$ cat src/rtl/paridade_pkg.sv
`default_nettype none
// ============================================================================
// Module  : paridade_pkg
// Purpose : Definitions shared by both ends of the 5-bit parity-protected
//           code link: the frame state type, frame geometry constants and
//           the parity function. Transmitter and receiver both call
//           calc_paridade, so the two sides always agree on the parity bit.
// Ports   : none (package)
// Revision: 1.0 - initial release
// ============================================================================
package paridade_pkg;

  typedef enum logic [2:0] {
    IDLE   = 3'd0,
    START  = 3'd1,
    DATA   = 3'd2,
    PARITY = 3'd3,
    STOP   = 3'd4
  } state_t;

  localparam int DATA_BITS  = 5;
  localparam int FRAME_BITS = 8;

  // Even parity when odd=0: data plus parity bit hold an even number of ones.
  function automatic logic calc_paridade(input logic [4:0] data, input logic odd);
    return (^data) ^ odd;
  endfunction

endpackage
`default_nettype wire

$ cat src/rtl/paridade_tx_baud.sv
`default_nettype none
// ============================================================================
// Module  : paridade_tx_baud
// Purpose : Bit-time counter for the parity transmitter. Counts
//           0..CLKS_PER_BIT-1 and pulses bit_done on the final count.
// Ports   : clk      - clock
//           rst      - synchronous active-high reset
//           clear    - restart the count (asserted on every state change)
//           bit_done - high during the last cycle of a bit-time
// Revision: 1.0 - initial release
// ============================================================================
module paridade_tx_baud #(
  parameter int CLKS_PER_BIT = 4
) (
  input  logic clk,
  input  logic rst,
  input  logic clear,
  output logic bit_done
);

  localparam logic [7:0] LAST_COUNT = 8'(CLKS_PER_BIT - 1);

  logic [7:0] count;

  // With CLKS_PER_BIT=1 the count stays 0 and bit_done is permanently high.
  assign bit_done = (count == LAST_COUNT);

  always_ff @(posedge clk) begin
    if (rst || clear || bit_done) begin
      count <= 8'd0;
    end else begin
      count <= count + 8'd1;
    end
  end

endmodule
`default_nettype wire

$ cat src/rtl/paridade_tx.sv
`default_nettype none
// ============================================================================
// Module  : paridade_tx
// Purpose : Transmit side of the 5-bit parity code link. Accepts B1..B5 over
//           valid/ready, computes the parity bit and sends one frame:
//           start(0), B1..B5 (B1 first), parity, stop(1).
// Ports   : clk, rst          - clock, synchronous active-high reset
//           B1..B5            - code bits, B1 is the MSB
//           in_valid/in_ready - input handshake (in_ready high only in IDLE)
//           tx                - registered serial line, idles high
//           busy              - registered, high while a frame is in progress
//           bitparidade       - registered parity of the last accepted code
// Revision: 1.0 - initial release
// ============================================================================
module paridade_tx
  import paridade_pkg::*;
#(
  parameter int CLKS_PER_BIT = 4,
  parameter int ODD_PARITY   = 0
) (
  input  logic clk,
  input  logic rst,
  input  logic B1,
  input  logic B2,
  input  logic B3,
  input  logic B4,
  input  logic B5,
  input  logic in_valid,
  output logic in_ready,
  output logic tx,
  output logic busy,
  output logic bitparidade
);

  localparam logic [2:0] LAST_INDEX = 3'(DATA_BITS - 1);

  state_t     state, state_n;
  logic [4:0] shreg, shreg_n;
  logic [2:0] index, index_n;
  logic       par_n;
  logic       tx_n;
  logic       busy_n;
  logic       bit_done;
  logic       baud_clear;

  assign in_ready = (state == IDLE);

  // Keep the counter parked at 0 while idle so the start bit gets a full
  // bit-time, and restart it whenever the state changes.
  assign baud_clear = (state_n != state) || (state == IDLE);

  paridade_tx_baud #(
    .CLKS_PER_BIT(CLKS_PER_BIT)
  ) u_baud (
    .clk     (clk),
    .rst     (rst),
    .clear   (baud_clear),
    .bit_done(bit_done)
  );

  always_comb begin
    state_n = state;
    shreg_n = shreg;
    index_n = index;
    par_n   = bitparidade;

    unique case (state)
      IDLE: begin
        if (in_valid) begin
          shreg_n = {B1, B2, B3, B4, B5};
          par_n   = calc_paridade({B1, B2, B3, B4, B5}, 1'(ODD_PARITY));
          state_n = START;
        end
      end
      START: begin
        if (bit_done) begin
          state_n = DATA;
          index_n = 3'd0;
        end
      end
      DATA: begin
        if (bit_done) begin
          shreg_n = {shreg[3:0], 1'b0};
          if (index == LAST_INDEX) begin
            index_n = 3'd0;
            state_n = PARITY;
          end else begin
            index_n = index + 3'd1;
          end
        end
      end
      PARITY: begin
        if (bit_done) state_n = STOP;
      end
      STOP: begin
        if (bit_done) state_n = IDLE;
      end
      default: state_n = IDLE;
    endcase

    // tx is registered, so it is derived from the upcoming state/data so the
    // line level lines up with the state it belongs to.
    unique case (state_n)
      START:   tx_n = 1'b0;
      DATA:    tx_n = shreg_n[4];
      PARITY:  tx_n = par_n;
      default: tx_n = 1'b1;
    endcase

    busy_n = (state_n != IDLE);
  end

  always_ff @(posedge clk) begin
    if (rst) begin
      state       <= IDLE;
      shreg       <= 5'd0;
      index       <= 3'd0;
      bitparidade <= 1'b0;
      tx          <= 1'b1;
      busy        <= 1'b0;
    end else begin
      state       <= state_n;
      shreg       <= shreg_n;
      index       <= index_n;
      bitparidade <= par_n;
      tx          <= tx_n;
      busy        <= busy_n;
    end
  end

endmodule
`default_nettype wire

$ cat config.mk
export PLATFORM = sky130hd
export DESIGN_NAME = paridade_tx
export DESIGN_NICKNAME = d
export VERILOG_FILES = /design/src/rtl/paridade_pkg.sv /design/src/rtl/paridade_tx_baud.sv /design/src/rtl/paridade_tx.sv
export SDC_FILE = /design/constraint.sdc
export NUM_CORES = 1
export LEC_CHECK = 0
export CAP_MARGIN = 20
export CORE_AREA = 5 5 53 55
export DETAILED_ROUTE_END_ITERATION = 16
export DIE_AREA = 0 0 58 60
export GPL_ROUTABILITY_DRIVEN = 1
export PLACE_DENSITY_LB_ADDON = 0.1
export SYNTH_ARGS = -nofsm -noshare
export SYNTH_HDL_FRONTEND = slang
export SYNTH_HIERARCHICAL = 1
export SYNTH_SLANG_ARGS = --single-unit
$ cat constraint.sdc
create_clock -name clk -period 2.47 [get_ports clk]
set_input_delay 0.3705 -clock clk [delete_from_list [all_inputs] [get_ports clk]]
set_output_delay 0.3705 -clock clk [all_outputs]
set_load 0.01 [all_outputs]
==> results of run 1 <==
[repair_timing]
action | CTS | global route
setup buffers | 0 | 0
endpoints found under the setup margin | 0 | 2
resized for setup | 0 | 2
[routing by layer]
metal  wire length (um)  track usage  share of wire  up-vias
li1                   -            -              -      505
met1                991        0.169           0.47      445
met2               1010        0.234           0.48       12
met3                 82       0.0216          0.039        4
met4                 37       0.0695          0.017        0
met5                  0            0              0        -
[Yosys cell counts, types with 2 or more instances]
cell	number
sky130_fd_sc_hd__dfxtp_1	22
sky130_fd_sc_hd__nor2_1	17
sky130_fd_sc_hd__a21oi_1	12
sky130_fd_sc_hd__nand2_1	10
sky130_fd_sc_hd__nand3_1	6
sky130_fd_sc_hd__a22oi_1	5
sky130_fd_sc_hd__ha_1	4
sky130_fd_sc_hd__nor2b_1	4
sky130_fd_sc_hd__o21ai_0	4
sky130_fd_sc_hd__buf_2	3
sky130_fd_sc_hd__clkbuf_1	3
sky130_fd_sc_hd__inv_1	3
sky130_fd_sc_hd__nor3b_1	3
sky130_fd_sc_hd__or3_1	3
sky130_fd_sc_hd__xor2_1	3
sky130_fd_sc_hd__a21o_1	2
sky130_fd_sc_hd__mux2i_1	2
sky130_fd_sc_hd__nand4_1	2
sky130_fd_sc_hd__nor3_1	2
sky130_fd_sc_hd__or2_2	2
sky130_fd_sc_hd__xnor2_1	2
[how the worst max path moves through the flow]
stage / from / to / depth (start not counted)
3_3_place_gp: u_baud/count[0] / tx / 8
6_report: u_baud/count[0] / tx / 8
5_1_grt: u_baud/count[1] / tx / 8
2_1_floorplan: u_baud/count[0] / tx / 8
4_1_cts: u_baud/count[0] / tx / 8
3_5_place_dp: u_baud/count[0] / index[0] / 8
[critical path, stage by stage (launching register included)]
cell,delay [ns]
sky130_fd_sc_hd__dfxtp_1,0.39
sky130_fd_sc_hd__ha_1,0.19
sky130_fd_sc_hd__or4b_4,0.49
sky130_fd_sc_hd__nor4_1,0.18
sky130_fd_sc_hd__buf_4,0.20
sky130_fd_sc_hd__and4_1,0.21
sky130_fd_sc_hd__o31ai_2,0.10
sky130_fd_sc_hd__a2111oi_2,0.30
sky130_fd_sc_hd__a311oi_1,0.07
[state kept, by name, summed over array words and instances, names as in the netlist]
register,count
shreg,5
index,3
tx,1
busy,1
u_baud/count,8
bitparidade,1
state,3
[stage by stage]
step / utilization / power [uW]
2_1_floorplan: - / 441
3_3_place_gp: 0.564 / 476
3_5_place_dp: 0.564 / 478
4_1_cts: 0.587 / 756
5_1_grt: 0.590 / 779
6_report: 0.590 / 745
[final cells by class]
cell class,count,area share
Inverter,3,0.00815
Timing Repair Buffer,14,0.0960
Sequential cell,22,0.319
Clock buffer,3,0.0163
Tap cell,30,0.0272
Multi-Input combinational cell,102,0.512
Clock inverter,1,0.0217
[cell families after synthesis]
kind of cell    Yosys count  synth area share
fa+ha+maj                 4            0.0421
compound gates           32             0.198
mux                       2            0.0168
flops                    22             0.371
xor+xnor                  6            0.0558
simple gates             58             0.276
buf+inv                  10            0.0410
[power groups by stage]
stage	logic (uW)	registers, uW	clock network (uW)
4_1_cts	93.4	377	285
2_1_floorplan	58.2	383	0
3_3_place_gp	91.5	384	0
5_1_grt	104	379	296
3_5_place_dp	92.9	385	0
6_report	94.5	377	274
==> flow_metrics.env, run 1 <==
export IMPL_die_x_um=58
export IMPL_io_buffers=11
export IMPL_worstPathMaxFanout=9
export IMPL_synth_enable_flop_cells=0
export IMPL_layout_cells_most_common="sky130_fd_sc_hd__dfxtp_1"
export IMPL_cts_max_level=1
export IMPL_min_to="shreg[2]"
export IMPL_max_clock_buf_depth=2
export IMPL_synth_main_ff_cell="sky130_fd_sc_hd__dfxtp_1"
export IMPL_synth_largest_type_area_fraction=0.371
export IMPL_routabilityCongestion=0.806
export IMPL_power_switching_share=0.216
export IMPL_timing_reg2reg_worst_path_depth=8
export IMPL_startpoint_type="register"
export IMPL_nFillCells=217
export IMPL_routed_wirelength_um=2120
export IMPL_routed_via_density=5.52
export IMPL_tritoncts_clock_tree="done"
export IMPL_io_pins=12
export IMPL_stdcell_count=175
export IMPL_worst_hold_path_type="reg2reg"
export IMPL_fp_dieH_um=60
export IMPL_final_setup_skew_ns=0.00746
export IMPL_drt_wirelength_per_cell_um=12.1
export IMPL_power_per_cell_area_nw_per_um2=539
export IMPL_grt_antenna_before_repair=0
export IMPL_fp_row_count=18
export IMPL_layout_min_cycle_time_ns=2.28
export IMPL_hpwl_reported_at_the_end_of_detailed_placement_um=1600
export IMPL_min_period_over_period=0.922
export IMPL_post_route_cells_drive_above_1_share=0.117
export IMPL_drv_cap=0
export IMPL_initial_core_util=0.507
export IMPL_post_synth_instance_area_sq_um=1190
export IMPL_cts_inserted_buffers=3
export IMPL_layout_cells_most_common_list="sky130_fd_sc_hd__dfxtp_1 (22), sky130_fd_sc_hd__nor2_1 (17), sky130_fd_sc_hd__a21oi_1 (12), sky130_fd_sc_hd__clkdlybuf4s50_1 (11), sky130_fd_sc_hd__nand2_1 (10)"
export IMPL_report_final_setup_viol=0
export IMPL_grt_pass1_wl_um=3710
export IMPL_r2r_endpoint="tx"
export IMPL_reg2reg_slack_ns=0.19
export IMPL_rsz0062_at_grt="no"
export IMPL_initialDrtViolationCount=21
export IMPL_final_critical_path_setup_slack_ns=0.192
export IMPL_synth_avg_cell_area_sq_um=8.87
export IMPL_die_area_sq_um=3480
export IMPL_grt_usage=0.138
export IMPL_synth_async_reset_ratio=0
export IMPL_combinationalPowerShare=0.127
export IMPL_worst_r2r_startpoint="u_baud/count[0]"
export IMPL_setup_worst_path_end_class="register"
export IMPL_drt_pass1_iterations=4
export IMPL_min_path_cells=2
export IMPL_irDropWorstVdd_uv=396
export IMPL_netlist_cell_type_count=41
export IMPL_hp_start="shreg[2]"
export IMPL_cts_sinks=22
export IMPL_design_area_sq_um=1380
export IMPL_max_slew_worst_pin_slew_ns=0.627
export IMPL_worstSkewPairLatency_ns=0.31
export IMPL_yosysWarnings=6
export IMPL_fmax_ghz=0.439
export IMPL_clockPowerShare=0.367
export IMPL_ys_top_cells_by_area="sky130_fd_sc_hd__dfxtp_1 (37%), sky130_fd_sc_hd__nor2_1 (5.4%), sky130_fd_sc_hd__a21oi_1 (5.1%)"
export IMPL_area_of_the_multi_input_gates_sq_um=707
export IMPL_cp_arrival_ns=2.46
export IMPL_p_int_uw=585
export IMPL_post_place_cells=171
export IMPL_n_antenna_cell=0
export IMPL_synth_net_count=146
export IMPL_syn_instance_count=134
export IMPL_grt_ovfl_total=0
export IMPL_fin_worst_hold_slack_ns=0.471
export IMPL_first_global_vias=903
export IMPL_maxSlewHeadroom=0.581
export IMPL_synth_seq_cells=22
export IMPL_hold_viol=0
export IMPL_drc=0
export IMPL_area_growth_pct=16.2
export IMPL_num_nets_final=158
export IMPL_crit_required_ns=2.65
export IMPL_clk_root_buffer_cell="sky130_fd_sc_hd__clkbuf_4"
export IMPL_sequentialPowerShare=0.506
export IMPL_drt_antenna_violating_nets=0
export IMPL_report_final_slew_viol_count=0
export IMPL_power_net_switching_uw=161
export IMPL_outcome="finished clean"
export IMPL_hold_buffers=0
export IMPL_synth_largest_area_cell="sky130_fd_sc_hd__dfxtp_1"
export IMPL_pin_count_of_the_biggest_net_entering_global_routing=21
export IMPL_crit_type="reg2reg"
export IMPL_placeableCoreArea_sq_um=2340
export IMPL_pre_cts_ws_ns=0.165
export IMPL_fin_setup_tns_ns=0
export IMPL_p_leak_uw=0.000500
export IMPL_route_vias_total=966
export IMPL_post_dp_cell_area_sq_um=1320
export IMPL_ff_latch_area_sq_um=440
export IMPL_path_clk_slew_ns=0.12
export IMPL_ys_seq_area_frac=0.371
No activity file was read; power rests on OpenSTA's default activity.
==> run 2, diff against run 1 <==
PLACE_DENSITY = 0.74   (was not set)
PLACE_DENSITY_LB_ADDON = not set   (was 0.1)
==> flow_metrics.env, run 2 (synthesis gave the netlist of run 1 again) <==
export IMPL_layout_cells_most_common_list="sky130_fd_sc_hd__dfxtp_1 (21), sky130_fd_sc_hd__nor2_1 (17), sky130_fd_sc_hd__a21oi_1 (12), sky130_fd_sc_hd__clkdlybuf4s50_1 (11), sky130_fd_sc_hd__nand2_1 (10)"
export IMPL_drc=0
export IMPL_grt_pass1_wl_um=3620
export IMPL_layout_cells_most_common="sky130_fd_sc_hd__dfxtp_1"
export IMPL_startpoint_type="register"
export IMPL_max_clock_buf_depth=2
export IMPL_drv_cap=0
export IMPL_maxSlewHeadroom=0.582
export IMPL_path_clk_slew_ns=0.12
export IMPL_clockPowerShare=0.297
export IMPL_totalPowerFinal_uw=668
export IMPL_grt_antenna_before_repair=0
export IMPL_final_critical_path_setup_slack_ns=0.194
export IMPL_initial_core_util=0.507
export IMPL_grt_ovfl_total=0
export IMPL_pin_count_of_the_biggest_net_entering_global_routing=21
export IMPL_placeableCoreArea_sq_um=2340
export IMPL_fin_worst_hold_slack_ns=0.439
export IMPL_report_final_slew_viol_count=0
export IMPL_p_leak_uw=0.000488
export IMPL_setup_worst_path_end_class="register"
export IMPL_cts_max_level=1
export IMPL_fp_row_count=18
export IMPL_grt_usage=0.134
export IMPL_post_route_cells_drive_above_1_share=0.118
export IMPL_worstPathMaxFanout=9
export IMPL_power_net_switching_uw=158
export IMPL_area_growth_pct=14.3
export IMPL_reg_largest_list="u_baud/count x8, shreg x5"
export IMPL_outcome="finished clean"
export IMPL_routed_via_density=5.37
export IMPL_post_place_cells=170
export IMPL_drt_antenna_violating_nets=0
export IMPL_worst_r2r_startpoint="u_baud/count[1]"
export IMPL_n_antenna_cell=0
export IMPL_timing_critical_path_from="u_baud/count[1]"
export IMPL_min_path_cells=1
export IMPL_hold_viol=0
export IMPL_num_nets_final=157
export IMPL_power_per_cell_area_nw_per_um2=491
export IMPL_hpwl_reported_at_the_end_of_detailed_placement_um=1590
export IMPL_drt_pass1_iterations=4
export IMPL_min_to="u_baud/count[0]"
export IMPL_p_int_uw=509
export IMPL_fp_dieH_um=60
export IMPL_crit_type="reg2reg"
export IMPL_worstSkewPairLatency_ns=0.31
export IMPL_cp_arrival_ns=2.46
export IMPL_cts_inserted_buffers=3
export IMPL_fmax_ghz=0.439
export IMPL_irDropWorstVdd_uv=370
export IMPL_clk_root_buffer_cell="sky130_fd_sc_hd__clkbuf_4"
export IMPL_initialDrtViolationCount=25
export IMPL_hold_buffers=0
export IMPL_tritoncts_clock_tree="done"
export IMPL_io_pins=12
export IMPL_die_area_sq_um=3480
export IMPL_nFillCells=229
export IMPL_min_period_over_period=0.921
export IMPL_drt_wirelength_per_cell_um=12.2
export IMPL_hp_start="u_baud/count[0]"
export IMPL_layout_min_cycle_time_ns=2.28
export IMPL_cts_sinks=22
export IMPL_crit_required_ns=2.65
export IMPL_final_setup_skew_ns=0.00314
export IMPL_routabilityCongestion=0.801
export IMPL_routed_wirelength_um=2120
export IMPL_route_vias_total=934
export IMPL_worst_hold_path_type="reg2reg"
export IMPL_stdcell_count=174
export IMPL_largest_register="u_baud/count"
export IMPL_sequentialPowerShare=0.568
export IMPL_r2r_endpoint="tx"
export IMPL_timing_reg2reg_worst_path_depth=8
export IMPL_die_x_um=58
export IMPL_reg2reg_slack_ns=0.19
export IMPL_max_reg_flops=8
export IMPL_combinationalPowerShare=0.136
export IMPL_power_switching_share=0.237
export IMPL_pre_cts_ws_ns=0.112
export IMPL_first_global_vias=889
export IMPL_report_final_setup_viol=0
export IMPL_max_slew_worst_pin_slew_ns=0.626
export IMPL_io_buffers=11
## run 2: what timing repair did
item                       in CTS  in global routing
buffers inserted                0                  0
resized for setup               0                  3
setup endpoints to repair       0                  3
## run 2: final cells by class
cell class              count  area (sq um)  area share
inverters                   3          11.3     0.00829
clock buffers               4          36.3      0.0267
well taps                  30          37.5      0.0276
repair buffers             13           125      0.0921
flip-flops and latches     22           442       0.325
multi-input cells         102           707       0.520
## run 2: how the worst max path moves through the flow
stage and endpoint:
4_1_cts tx, 6_report tx, 3_5_place_dp tx, 3_3_place_gp tx, 2_1_floorplan tx, 5_1_grt tx
## run 2: worst max-delay path: stages, from the launching register on
cell and delay, ns:
sky130_fd_sc_hd__dfxtp_1 0.37, sky130_fd_sc_hd__ha_1 0.19, sky130_fd_sc_hd__or4b_4 0.49, sky130_fd_sc_hd__nor4_1 0.19, sky130_fd_sc_hd__buf_4 0.20, sky130_fd_sc_hd__and4_1 0.22
sky130_fd_sc_hd__o31ai_2 0.11, sky130_fd_sc_hd__a2111oi_2 0.31, sky130_fd_sc_hd__a311oi_1 0.08
## run 2: through the flow
step | cell area, sq um | TNS [ns] | utilization
4_1_cts | 1350 | 0 | 0.576
2_1_floorplan | 1190 | 0 | -
6_report | 1360 | 0 | 0.580
3_3_place_gp | 1310 | 0 | 0.561
5_1_grt | 1360 | -0.0542 | 0.580
3_5_place_dp | 1310 | 0 | 0.561
## run 2: metal layers
layer	track usage	share of wire	vias up
met2	0.223	0.46	11
met1	0.163	0.49	410
li1	-	-	508
met5	0	0	-
met3	0.0194	0.021	5
met4	0.0861	0.021	0
## run 2: power groups by stage
stage	clock [uW]	sequential (uW)	combinational, uW
floorplan	0	383	58.2
global placement	0	386	87.6
detailed placement	0	387	89.3
CTS	206	379	89.7
global route	221	381	100
finish	198	379	90.6
==> run 3, diff against run 2 <==
CAP_MARGIN = not set   (was 20)
CTS_CLUSTER_SIZE = 40   (was not set)
==> results of run 3 <==
Same layout as run 2: the final DEF is identical, and so are final timing and power.
